<file path="src/rtl/decoder_16.sv">
// decoder_16 : 4-to-16 line decoder with active-low outputs and two
// active-low enables, modelled on the 74154.
//
// Ports:
//   clk_sys  in   system clock, rising edge
//   reset    in   synchronous reset, active high
//   en1_     in   enable 1, active low
//   en2_     in   enable 2, active low
//   a,b,c,d  in   select code, a = LSB, d = MSB
//   o_       out  [0:15] combinational decoded outputs, active low
//   oq_      out  [0:15] o_ registered on clk_sys, active low
//   none_    out  registered; low when any bit of oq_ is low
//   selq     out  [3:0] registered select code   (DECODER16_SEL_OUT_EN only)
//   selv     out  registered enabled flag        (DECODER16_SEL_OUT_EN only)
//
// Optional feature macro: DECODER16_SEL_OUT_EN adds the selq/selv outputs.
module decoder_16 (
  input  logic        clk_sys,
  input  logic        reset,
  input  logic        en1_,
  input  logic        en2_,
  input  logic        a,
  input  logic        b,
  input  logic        c,
  input  logic        d,
  output logic [0:15] o_,
  output logic [0:15] oq_,
`ifdef DECODER16_SEL_OUT_EN
  output logic [3:0]  selq,
  output logic        selv,
`endif
  output logic        none_
);

  logic [3:0] sel;
  logic       enabled;

  assign sel = {d, c, b, a};

  // An X/Z on either enable makes this condition unknown, which the if
  // below treats as false, so unknown enables leave every output high.
  assign enabled = (en1_ == 1'b0) && (en2_ == 1'b0);

  // Index 0 of the [0:15] vector is the leftmost bit, matching the TTL
  // part's output numbering.
  always_comb begin
    o_ = '1;
    if (enabled) begin
      o_[sel] = 1'b0;
    end
  end

  // Registered copy of the decoder
  always_ff @(posedge clk_sys) begin
    if (reset) begin
      oq_   <= '1;
      none_ <= 1'b1;
    end else begin
      oq_   <= o_;
      none_ <= &o_;
    end
  end

`ifdef DECODER16_SEL_OUT_EN
  // Registered select code and enable flag, aligned with oq_
  always_ff @(posedge clk_sys) begin
    if (reset) begin
      selq <= 4'd0;
      selv <= 1'b0;
    end else begin
      selq <= sel;
      selv <= enabled;
    end
  end
`endif

endmodule

</file>
<file path="config.mk">
export PLATFORM = sky130hd
export DESIGN_NAME = decoder_16
export DESIGN_NICKNAME = d
export VERILOG_FILES = /design/src/rtl/decoder_16.sv
export SDC_FILE = /design/constraint.sdc
export NUM_CORES = 1
export LEC_CHECK = 0
export ABC_AREA = 1
export BUFFER_PORTS_ARGS = -buffer_cell sky130_fd_sc_hd__buf_4
export CAP_MARGIN = 20
export CORE_MARGIN = 2
export CORE_UTILIZATION = 45
export CTS_BUF_LIST = sky130_fd_sc_hd__clkbuf_8
export CTS_CLUSTER_SIZE = 8
export DETAILED_ROUTE_END_ITERATION = 10
export GPL_ROUTABILITY_DRIVEN = 0
export HOLD_SLACK_MARGIN = 0.15
export PLACE_DENSITY = 0.87
export REMOVE_ABC_BUFFERS = 1
export SYNTH_ARGS = -nofsm -noshare
export SYNTH_HDL_FRONTEND = slang
export SYNTH_SLANG_ARGS = --single-unit
export TNS_END_PERCENT = 50
</file>
<file path="constraint.sdc">
create_clock -name clk_sys -period 1 [get_ports clk_sys]
set_input_delay 0.05 -clock clk_sys [delete_from_list [all_inputs] [get_ports clk_sys]]
set_output_delay 0.05 -clock clk_sys [all_outputs]
set_load 0.01 [all_outputs]
</file>
# --- Word level (Yosys, flattened, before mapping) ---
# Cells that the tools add are included.
totals:
  reg_bits: 17
  latchBits: 0
  mem_bits_rw: 0
  rom_bits: 0
  in_bits: 8
  output_inout_bits: 33
  word_cells: 14
  n_memories: 0
op_classes:
  add_sub_neg: 0
  multipliers: 0
  div: 0
  order_cmp: 2
  eq_ne: 0
  shift: 0
  muxes: 3
  bitwise_logic: 4
  reduce_logical: 3
ops:
  columns: ["op", "count"]
  rows:
  - ["2-to-1 mux 16 bit", 1]
  - ["inverter 16 bit", 1]
  - ["AND reduction 16 bit", 1]
  - [">= comparator 5 bit (second input constant)", 1]
  - ["less-than comparator 5 x 1 -> 1 bit (second input constant)", 1]
  - ["inverter 4 -> 5 bit", 1]
  - ["demux 1 bit (select 4 bit)", 1]
  - ["logical AND 1 bit", 2]
  - ["inverter 1 bit", 2]
  - ["2-to-1 mux 1 bit", 1]

# --- Longest topological paths before layout ---
# Gate-level depths: netlist (run 1).
depth:
  ltp_word: 8
  depth_mapped: 4
  mapped_depth_nobuf: 4

# --- Least setup slack after synthesis (run 1) ---
# Ideal clock, no wire load.
synth_timing:
  path_type: "input to register"
  startpoint: "input en2_"
  endpoint: "register oq_[10] (netlist bit)"
  setup_time_ns: 0.133
  t_arrival_ns: 0.479
  setup_slack_ns: 0.388
  cell_stages: 4
  path_buffers: 0
  path_cell_list: "inv_1 > nand2_2 > nor2_2 > nand3_1"
synth_between:
  elab_chain_cells: 3
synth_rtl:
  columns: ["item", "line", "source"]
  rows:
  - ["from (decl)", "21", "input logic en2_,"]
  - ["inverter 1 bit", "42", "assign enabled = (en1_ == 1'b0) && (en2_ == 1'b0);"]
  - ["logical AND 1 bit", "42", null]
  - ["2-to-1 mux 16 bit", "48", "if (enabled) begin"]
  - ["to (signal assigned)", "56", "oq_ <= '1;"]
  - ["to (signal assigned)", "59", "oq_ <= o_;"]
  - ["to (decl)", "27", "output logic [0:15] oq_,"]
# No other way between the ends.
# A chain may end at the register's enable or synchronous reset.

# --- Worst setup path in the final report (run 1) ---
layout_timing:
  startpoint: "input en1_"
  endpoint: "register oq_[4] (netlist bit)"
layout_between:
  elab_chain_cells: 3
layout_rtl:
  columns: ["item", "line", "source"]
  rows:
  - ["from (decl)", "20", "input logic en1_,"]
  - ["inverter 1 bit", "42", null]
  - ["logical AND 1 bit", "42", null]
  - ["2-to-1 mux 16 bit", "48", null]
# No other way between the ends.

==> results of run 1 <==
[report_power, final]
part / leakage [µW] / total, µW / switching (µW) / internal (µW)
sequential: 0.000138 / 684 / 1.34 / 683
clock: 0.0000269 / 475 / 204 / 271
combinational: 0.000277 / 147 / 87.0 / 59.7
total: 0.000442 / 1310 / 292 / 1010
[layer usage]
layer  track usage  wire, µm  part of all wire
met5             0         0                 0
met4        0.1250         0                 0
met3       0.01630       121             0.079
met2        0.2852       780              0.51
met1        0.2791       631              0.41
[what timing repair did]
item                                    CTS  global route
hold endpoints to repair                 14             9
endpoints found under the setup margin    0             6
hold buffers                              2             1
gates resized for setup                   0             2
[how the worst min path moves through the flow]
| stage | end |
|---|---|
| after floorplan | oq_[4] |
| final | oq_[8] |
| after global routing | oq_[11] |
| after CTS | none_ |
| after global placement | none_ |
| after detailed placement | none_ |
[cells by family after synthesis]
| logic type | Yosys count | share of synthesized area |
|---|---|---|
| AND/OR/NAND/NOR | 47 | 0.3866 |
| buffers and inverters | 10 | 0.06274 |
| flip-flops | 17 | 0.5506 |
[registers in the layout, indices dropped and copies added (netlist names)]
name and flops:
none_ 1, oq_ 16
[layout by cell type (no fill, tap or decap), types with 2 or more instances in the layout]
cell and count:
inv_2 3, dlygate4sd3_1 2, clkbuf_8 3, nand3_1 12, nand2_1 21, inv_1 6
nand4_1 4, nor2_4 3, dfxtp_1 17, nor2_2 6, buf_4 41
[worst max-delay path, stage by stage]
cell and delay [ns]:
buf_4 0.11, dlygate4sd3_1 0.56, nor2_2 0.20, nand4_1 0.12
[layout make-up]
class	instances	area, µm²	share of cell area
Sequential cell	17	340.3	0.3337
Timing Repair Buffer	44	340.3	0.3337
Multi-Input combinational cell	47	241.5	0.2368
Clock buffer	3	41.29	0.04049
Inverter	9	33.78	0.03313
Tap cell	15	18.77	0.01840
Clock inverter	1	3.754	0.003681
[per-stage QoR]
step	instances	hold WS, ns	power (µW)	utilization
floorplan	73	0.1665	767.7	-
global placement	129	0.2959	830.8	0.7313
detailed placement	129	0.3039	834.2	0.7313
CTS	135	0.05257	1310	0.7819
global route	136	0.1028	1356	0.7936
finish	136	0.08491	1306	0.7936
==> impl_metrics.json, run 1 <==
{
  "run_status": "finished clean",
  "place_hpwl_um": 1145,
  "layout_min_cycle_time_ns": 0.9157,
  "critPathArrivalTime_ns": 1.03,
  "synth_cell_types": 12,
  "yosysMostFrequentCell": "nand2_1",
  "dp_slack_ns": 0.1061,
  "grt_max_degree": 18,
  "via_per_inst": 4.801,
  "post_cts_buffers": 0,
  "crit_type": "in2reg",
  "netlist_instances": 74,
  "synth-edff-count": 0,
  "fin_area_mm2": 0.001020,
  "grt_pass1_wl_um": 2139,
  "synthFlopType": "dfxtp_1",
  "grt-ovfl-total": 0,
  "die-area_mm2": 0.001686,
  "fmax_ghz": 1.092,
  "worstSetupEndpointType": "flip-flop",
  "irDropWorstVdd_uv": 811.5,
  "syn2layout_area_growth_pct": 64.98,
  "crit_path_end": "oq_[4]",
  "power_density_mw_per_mm2": 1281,
  "die_w_um": 41.06,
  "syn_area_um2": 618.1,
  "rsz0062_at_grt": "false",
  "fin_tns_setup_ns": 0,
  "cp_data_required_time_ns": 1.12,
  "fin_crit_sh": 0.9157,
  "htreeDepth": 1,
  "drive_gt1_frac": 0.4711,
  "fill_cells": 89,
  "cts_tree": "built",
  "coreArea_mm2": 0.001285,
  "grt_pass1_vias": 474,
  "synth-seq-area-share": 0.5506,
  "yosysTopAreaCell": "dfxtp_1",
  "synth_area_per_cell_um2": 8.353,
  "p_leak_uw": 0.0004419,
  "cts_root_buffer": "clkbuf_8",
  "placed_cell_area_um2": 939.7,
  "ys_top_cells_by_area": "dfxtp_1 (55%), nand2_1 (13%), nand3_1 (9.7%)",
  "std_cell_rows": 13,
  "synth_common_cells": "nand2_1 (21), dfxtp_1 (17), nand3_1 (12)",
  "hold_path_depth": 3,
  "grt.total_usage": 0.1977,
  "antenna_cells": 0,
  "max_slew.worst_pin.slew_ns": 0.4062,
  "ios": 41,
  "synth_top_cell_area_share": 0.5506,
  "start_util": 0.4810,
  "setup_ws_ns": 0.08434,
  "cts_buffer_depth": 2,
  "io_buffers": 40,
  "hold_class": "in2reg",
  "maxSlewHeadroom": 0.7275,
  "wl_um": 1533,
  "ant_nets": 0,
  "yosysWarnings": 0,
  "antenna_found_initial": 0,
  "drt-initial-drc-count": 19,
  "drv_slew": 0,
  "wl_per_cell_um": 11.27,
  "drc": 0,
  "crit_fanout": 5,
  "setup-violations-final": 0,
  "synth-seq-cells": 17,
  "cp-start-kind": "input port",
  "startpoint": "en1_",
  "cts_sinks": 17,
  "clkTransAtPathRegs_ns": 0.06,
  "dr.pass1.iters": 4,
  "die_h_um": 41.06,
  "hold_violations": 0,
  "nNetsFinal": 130,
  "hold_start": "c",
  "synthArstFlopShare": 0,
  "numCtsBuffers": 3,
  "cap_viol_max_count": 0,
  "via_count": 653
}
(Power assumes the default switching activity.)
==> run 2: changes to the inputs <==
REMOVE_ABC_BUFFERS = unset   (was 1)
==> run 2 against run 1 <==
Against the previous run:
- fmax shrank 7.3%
- combinational power is 3% higher
- power is 1.0% higher
- via count is 3.7% higher
- critical path depth rose by 2
- non-clock buffer count decreased by 1
- hold slack worse by 0.016 ns
- clock-buffer cell count is the same
- clock power increased by 2%
- design area down 0.12%
- critical endpoint is now o_[15]
- sequential share of layout area about the same
- final cell count down 0.74%
==> impl_metrics.json, run 2 (synthesis gave the netlist of run 1 again) <==
{
  "run_status": "finished clean",
  "cp_data_required_time_ns": 0.95,
  "cp-start-kind": "input port",
  "place_hpwl_um": 1225,
  "power_density_mw_per_mm2": 1295,
  "max_slew.worst_pin.slew_ns": 0.3472,
  "nNetsFinal": 129,
  "drc": 0,
  "drv_slew": 0,
  "setup_ws_ns": 0.01258,
  "worstSetupEndpointType": "output port",
  "utilization": 0.7926,
  "grt-ovfl-total": 0,
  "final_common_cell": "buf_4",
  "cts_root_buffer": "clkbuf_8",
  "crit_path_cell_trace": "buf_4 > inv_1 > nand2_2 > nor2_2 > nand2_1 > buf_4",
  "cts_buffer_depth": 2,
  "numCtsBuffers": 3,
  "ant_nets": 0,
  "die-area_mm2": 0.001686,
  "hold_class": "in2reg",
  "antenna_found_initial": 0,
  "dp_slack_ns": 0.05228,
  "regMostFlops": "oq_",
  "antenna_cells": 0,
  "post_cts_buffers": 0,
  "wl_um": 1854,
  "fmax_ghz": 1.013,
  "ios": 41,
  "fin_crit_sh": 0.9874,
  "fin_area_mm2": 0.001018,
  "top_regs": "oq_ x16, none_ x1",
  "hold_violations": 0,
  "grt_pass1_vias": 603,
  "worst_hold_slack_ns": 0.06916,
  "via_count": 677,
  "drt-initial-drc-count": 17,
  "largest_reg_flops": 16,
  "grt.total_usage": 0.2435,
  "clkTransAtPathRegs_ns": 0.06,
  "p_leak_uw": 0.0004345,
  "cap_viol_max_count": 0,
  "layout_min_cycle_time_ns": 0.9874,
  "crit_type": "in2out",
  "cts_tree": "built",
  "grt_max_degree": 18,
  "crit_fanout": 8,
  "coreArea_mm2": 0.001285,
  "start_util": 0.4810,
  "die_h_um": 41.06,
  "worst_path_most_repeated_cell": "buf_4",
  "cts_sinks": 17,
  "maxSlewHeadroom": 0.7683,
  "htreeDepth": 1,
  "final_cell_mix": "buf_4 (41), nand2_1 (21), dfxtp_1 (17)",
  "slowest_delay_ns": 0.31,
  "die_w_um": 41.06,
  "io_buffers": 40,
  "syn-num-nets": 82,
  "irDropWorstVdd_uv": 621.8,
  "setup-violations-final": 0,
  "grt_pass1_wl_um": 2539,
  "wl_per_cell_um": 13.73,
  "rsz0062_at_grt": "true",
  "cts_hold_buf": 2,
  "dr.pass1.iters": 4,
  "syn2layout_area_growth_pct": 64.78,
  "drive_gt1_frac": 0.4833,
  "cpMaxStageDelayCell": "nor2_2",
  "critPathArrivalTime_ns": 0.94,
  "placed_cell_area_um2": 939.7,
  "via_per_inst": 5.015,
  "std_cell_rows": 13
}
## run 2: cell count changes in the layout (fill, tap and decap cells not counted)
cell / before / now
clkinv_1: 1 / 0
clkinvlp_4: 0 / 1
dlygate4sd3_1: 2 / 1
nor2_2: 6 / 5
nor2_4: 3 / 4
## run 2: worst max-delay path: cells and delay by family
family        cells  cell delay (ns)
buf+inv           3             0.35
simple gates      3             0.53
## run 2: final timing paths
check	from	end	slack [ns]	cells past startpoint
max	en2_	o_[15]	0.01	6
min	en2_	oq_[12]	0.07	3
## run 2: power breakdown
part           internal (µW)  switching, µW  leakage [µW]
Clock                    272            212     0.0000269
Sequential               683           1.41      0.000138
Combinational           57.8           93.7      0.000270
Total                   1010            307      0.000435
## run 2: final cells by class
type,count,area [µm²]
clock buffers,3,41.29
flip-flops and latches,17,340.3
multi-input cells,47,246.5
fillers,85,266.5
repair buffers,43,330.3
well taps,15,18.77
clock inverters,1,3.754
inverters,9,37.54
## run 2: stage by stage
stage / TNS (ns) / power [µW] / std cells
after CTS: 0 / 1320 / 135
after global routing: -0.01351 / 1358 / 135
after floorplan: 0 / 769.4 / 74
after global placement: 0 / 830.9 / 129
final: 0 / 1319 / 135
after detailed placement: 0 / 834.2 / 129
## run 2: metal layers
layer / routed length, µm / vias up / track usage
met4: 25 / 0 / 0.1833
met2: 1016 / 42 / 0.4336
met5: 0 / - / 0
li1: - / 324 / -
met3: 156 / 3 / 0.03261
met1: 655 / 308 / 0.2541
## run 2: timing repair
| action | CTS | global route |
|---|---|---|
| endpoints found under the setup margin | 0 | 7 |
| resized for setup | 0 | 4 |
| hold endpoints to repair | 14 | 10 |
==> run 3: changes to the inputs <==
ABC_AREA = unset   (was 1)
PLACE_DENSITY = 0.86   (was 0.87)
==> run 3 against run 2 <==
Against the previous run:
- non-clock buffer count increased by 1
- power down 2.1%
- clock power fell by 2%
- critical path depth is 3 lower
- via count fell by 13%
- fmax up 1.6%
==> impl_metrics.json, run 3 <==
{
  "run_status": "finished clean",
  "post_cts_buffers": 0,
  "cp_data_required_time_ns": 1.13,
  "syn-num-nets": 72,
  "drt-initial-drc-count": 10,
  "yosys.area_share.simple": 0.4344,
  "htreeDepth": 1,
  "io_buffers": 40,
  "top_regs": "oq_ x16, none_ x1",
  "critPathArrivalTime_ns": 1.10,
  "yosysWarnings": 0,
  "cts_root_buffer": "clkbuf_8",
  "synthMuxAreaShare": 0,
  "synth_area_per_cell_um2": 9.990,
  "netlist_instances": 64,
  "dr.pass1.iters": 4,
  "drv_slew": 0,
  "std_cell_rows": 13,
  "nNetsFinal": 118,
  "die-area_mm2": 0.001738,
  "synthArstFlopShare": 0,
  "yosysMostFrequentCell": "nand2_1",
  "p_leak_uw": 0.0004004,
  "hold_violations": 0,
  "cts_tree": "built",
  "syn2layout_area_growth_pct": 58.71,
  "cpMaxStageDelayCell": "dlygate4sd3_1",
  "worst_hold_slack_ns": 0.08512,
  "place_hpwl_um": 1061,
  "antenna_cells": 0,
  "utilization": 0.7702,
  "fin_tns_setup_ns": 0,
  "cts_hold_buf": 1,
  "crit_path_cell_trace": "buf_4 > or3_1 > dlygate4sd3_1",
  "maxSlewHeadroom": 0.7019,
  "place_inst": 119,
  "syn_area_um2": 639.4,
  "synth_top_family_by_area": "simple AND/OR/NAND/NOR gates",
  "largest_reg_flops": 16,
  "synth-seq-cells": 17,
  "wl_um": 1490,
  "hold_class": "in2reg",
  "crit_type": "in2reg",
  "wl_per_cell_um": 12.02,
  "max_slew.worst_pin.slew_ns": 0.4462,
  "synth-edff-count": 0,
  "synth_compound_area_frac": 0,
  "synth_top_cell_area_share": 0.5323,
  "cts_sinks": 17,
  "synthFlopType": "dfxtp_1",
  "fin_crit_sh": 0.9718,
  "synth_common_cells": "nand2_1 (28), dfxtp_1 (17), nand3_2 (4)",
  "ys_top_cells_by_area": "dfxtp_1 (53%), nand2_1 (16%), nor4b_4 (7.4%)",
  "setup-violations-final": 0,
  "clkTransAtPathRegs_ns": 0.06,
  "cts_buffer_depth": 2,
  "grt_pass1_wl_um": 2394,
  "synth-seq-area-share": 0.5323,
  "drc": 0,
  "grt_max_degree": 12,
  "cp-start-kind": "input port",
  "via_count": 589,
  "via_per_inst": 4.750,
  "synthAdderAreaFrac": 0,
  "fmax_ghz": 1.029,
  "rsz0062_at_grt": "false",
  "final_cell_mix": "buf_4 (43), nand2_1 (28), dfxtp_1 (17)",
  "grt-ovfl-total": 0,
  "start_util": 0.4853,
  "ant_nets": 0,
  "yosysTopAreaCell": "dfxtp_1",
  "die_w_um": 41.70,
  "grt_pass1_vias": 539,
  "final_common_cell": "buf_4",
  "synth_xor_xnor_area_share": 0,
  "power_density_mw_per_mm2": 1273,
  "coreArea_mm2": 0.001318,
  "instances_no_fill": 124,
  "fill_cells": 96,
  "layout_min_cycle_time_ns": 0.9718,
  "irDropWorstVdd_uv": 962.3,
  "synth_cell_types": 14,
  "antenna_found_initial": 0,
  "grt.total_usage": 0.1760,
  "regMostFlops": "oq_",
  "drive_gt1_frac": 0.4954,
  "die_h_um": 41.70,
  "crit_fanout": 5,
  "ios": 41,
  "numCtsBuffers": 3,
  "slowest_delay_ns": 0.55,
  "worstSetupEndpointType": "flip-flop",
  "cap_viol_max_count": 0
}
-- run 3: final cells by class --
cell class                      count  area (µm²)  share of cell area
Clock buffer                        3       41.29             0.04069
Clock inverter                      1       3.754            0.003699
Multi-Input combinational cell     44       277.8              0.2737
Sequential cell                    17       340.3              0.3354
Tap cell                           15       18.77             0.01850
Timing Repair Buffer               44       332.8              0.3280
-- run 3: final timing paths --
check	from	end	cells past startpoint
worst max-delay path	en1_	none_	3
worst min-delay path	reset	oq_[9]	3
-- run 3: worst max-delay path, delay by kind of cell --
| kind | cells | cell delay (ns) |
|---|---|---|
| buf+inv | 2 | 0.70 |
| simple gates | 1 | 0.36 |
-- run 3: through the flow --
step	cell area (µm²)	total power [µW]	setup slack (ns)
after global routing	1015	1348	0.009252
after global placement	959.7	826.2	0.04693
final	1015	1291	0.02817
after detailed placement	959.7	828.2	0.03209
after CTS	1015	1306	0.02699
after floorplan	639.4	760.5	0.2359
-- run 3: layer usage --
metal / global-route usage / wire length, µm / vias up
met5: 0 / 0 / -
met4: 0.09677 / 0 / 0
met3: 0.02174 / 100 / 0
met2: 0.2813 / 713 / 29
met1: 0.2289 / 677 / 261
li1: - / - / 299
-- run 3: report_power, final --
group | switching [µW] | total, µW | internal (µW)
registers | 1.35 | 684 | 683
clock network | 203 | 475 | 271
logic | 74.1 | 133 | 58.6
-- run 3: cells by family (layout without fill, tap and decap cells) --
kind of cell / after synthesis / after routing
buffers and inverters: 3 / 48
flip-flops: 17 / 17
AND/OR/NAND/NOR: 44 / 44
-- run 3: timing repair --
item | CTS | global route
resized for setup | 0 | 1
setup endpoints to repair | 0 | 4
endpoints found under the hold margin | 13 | 12
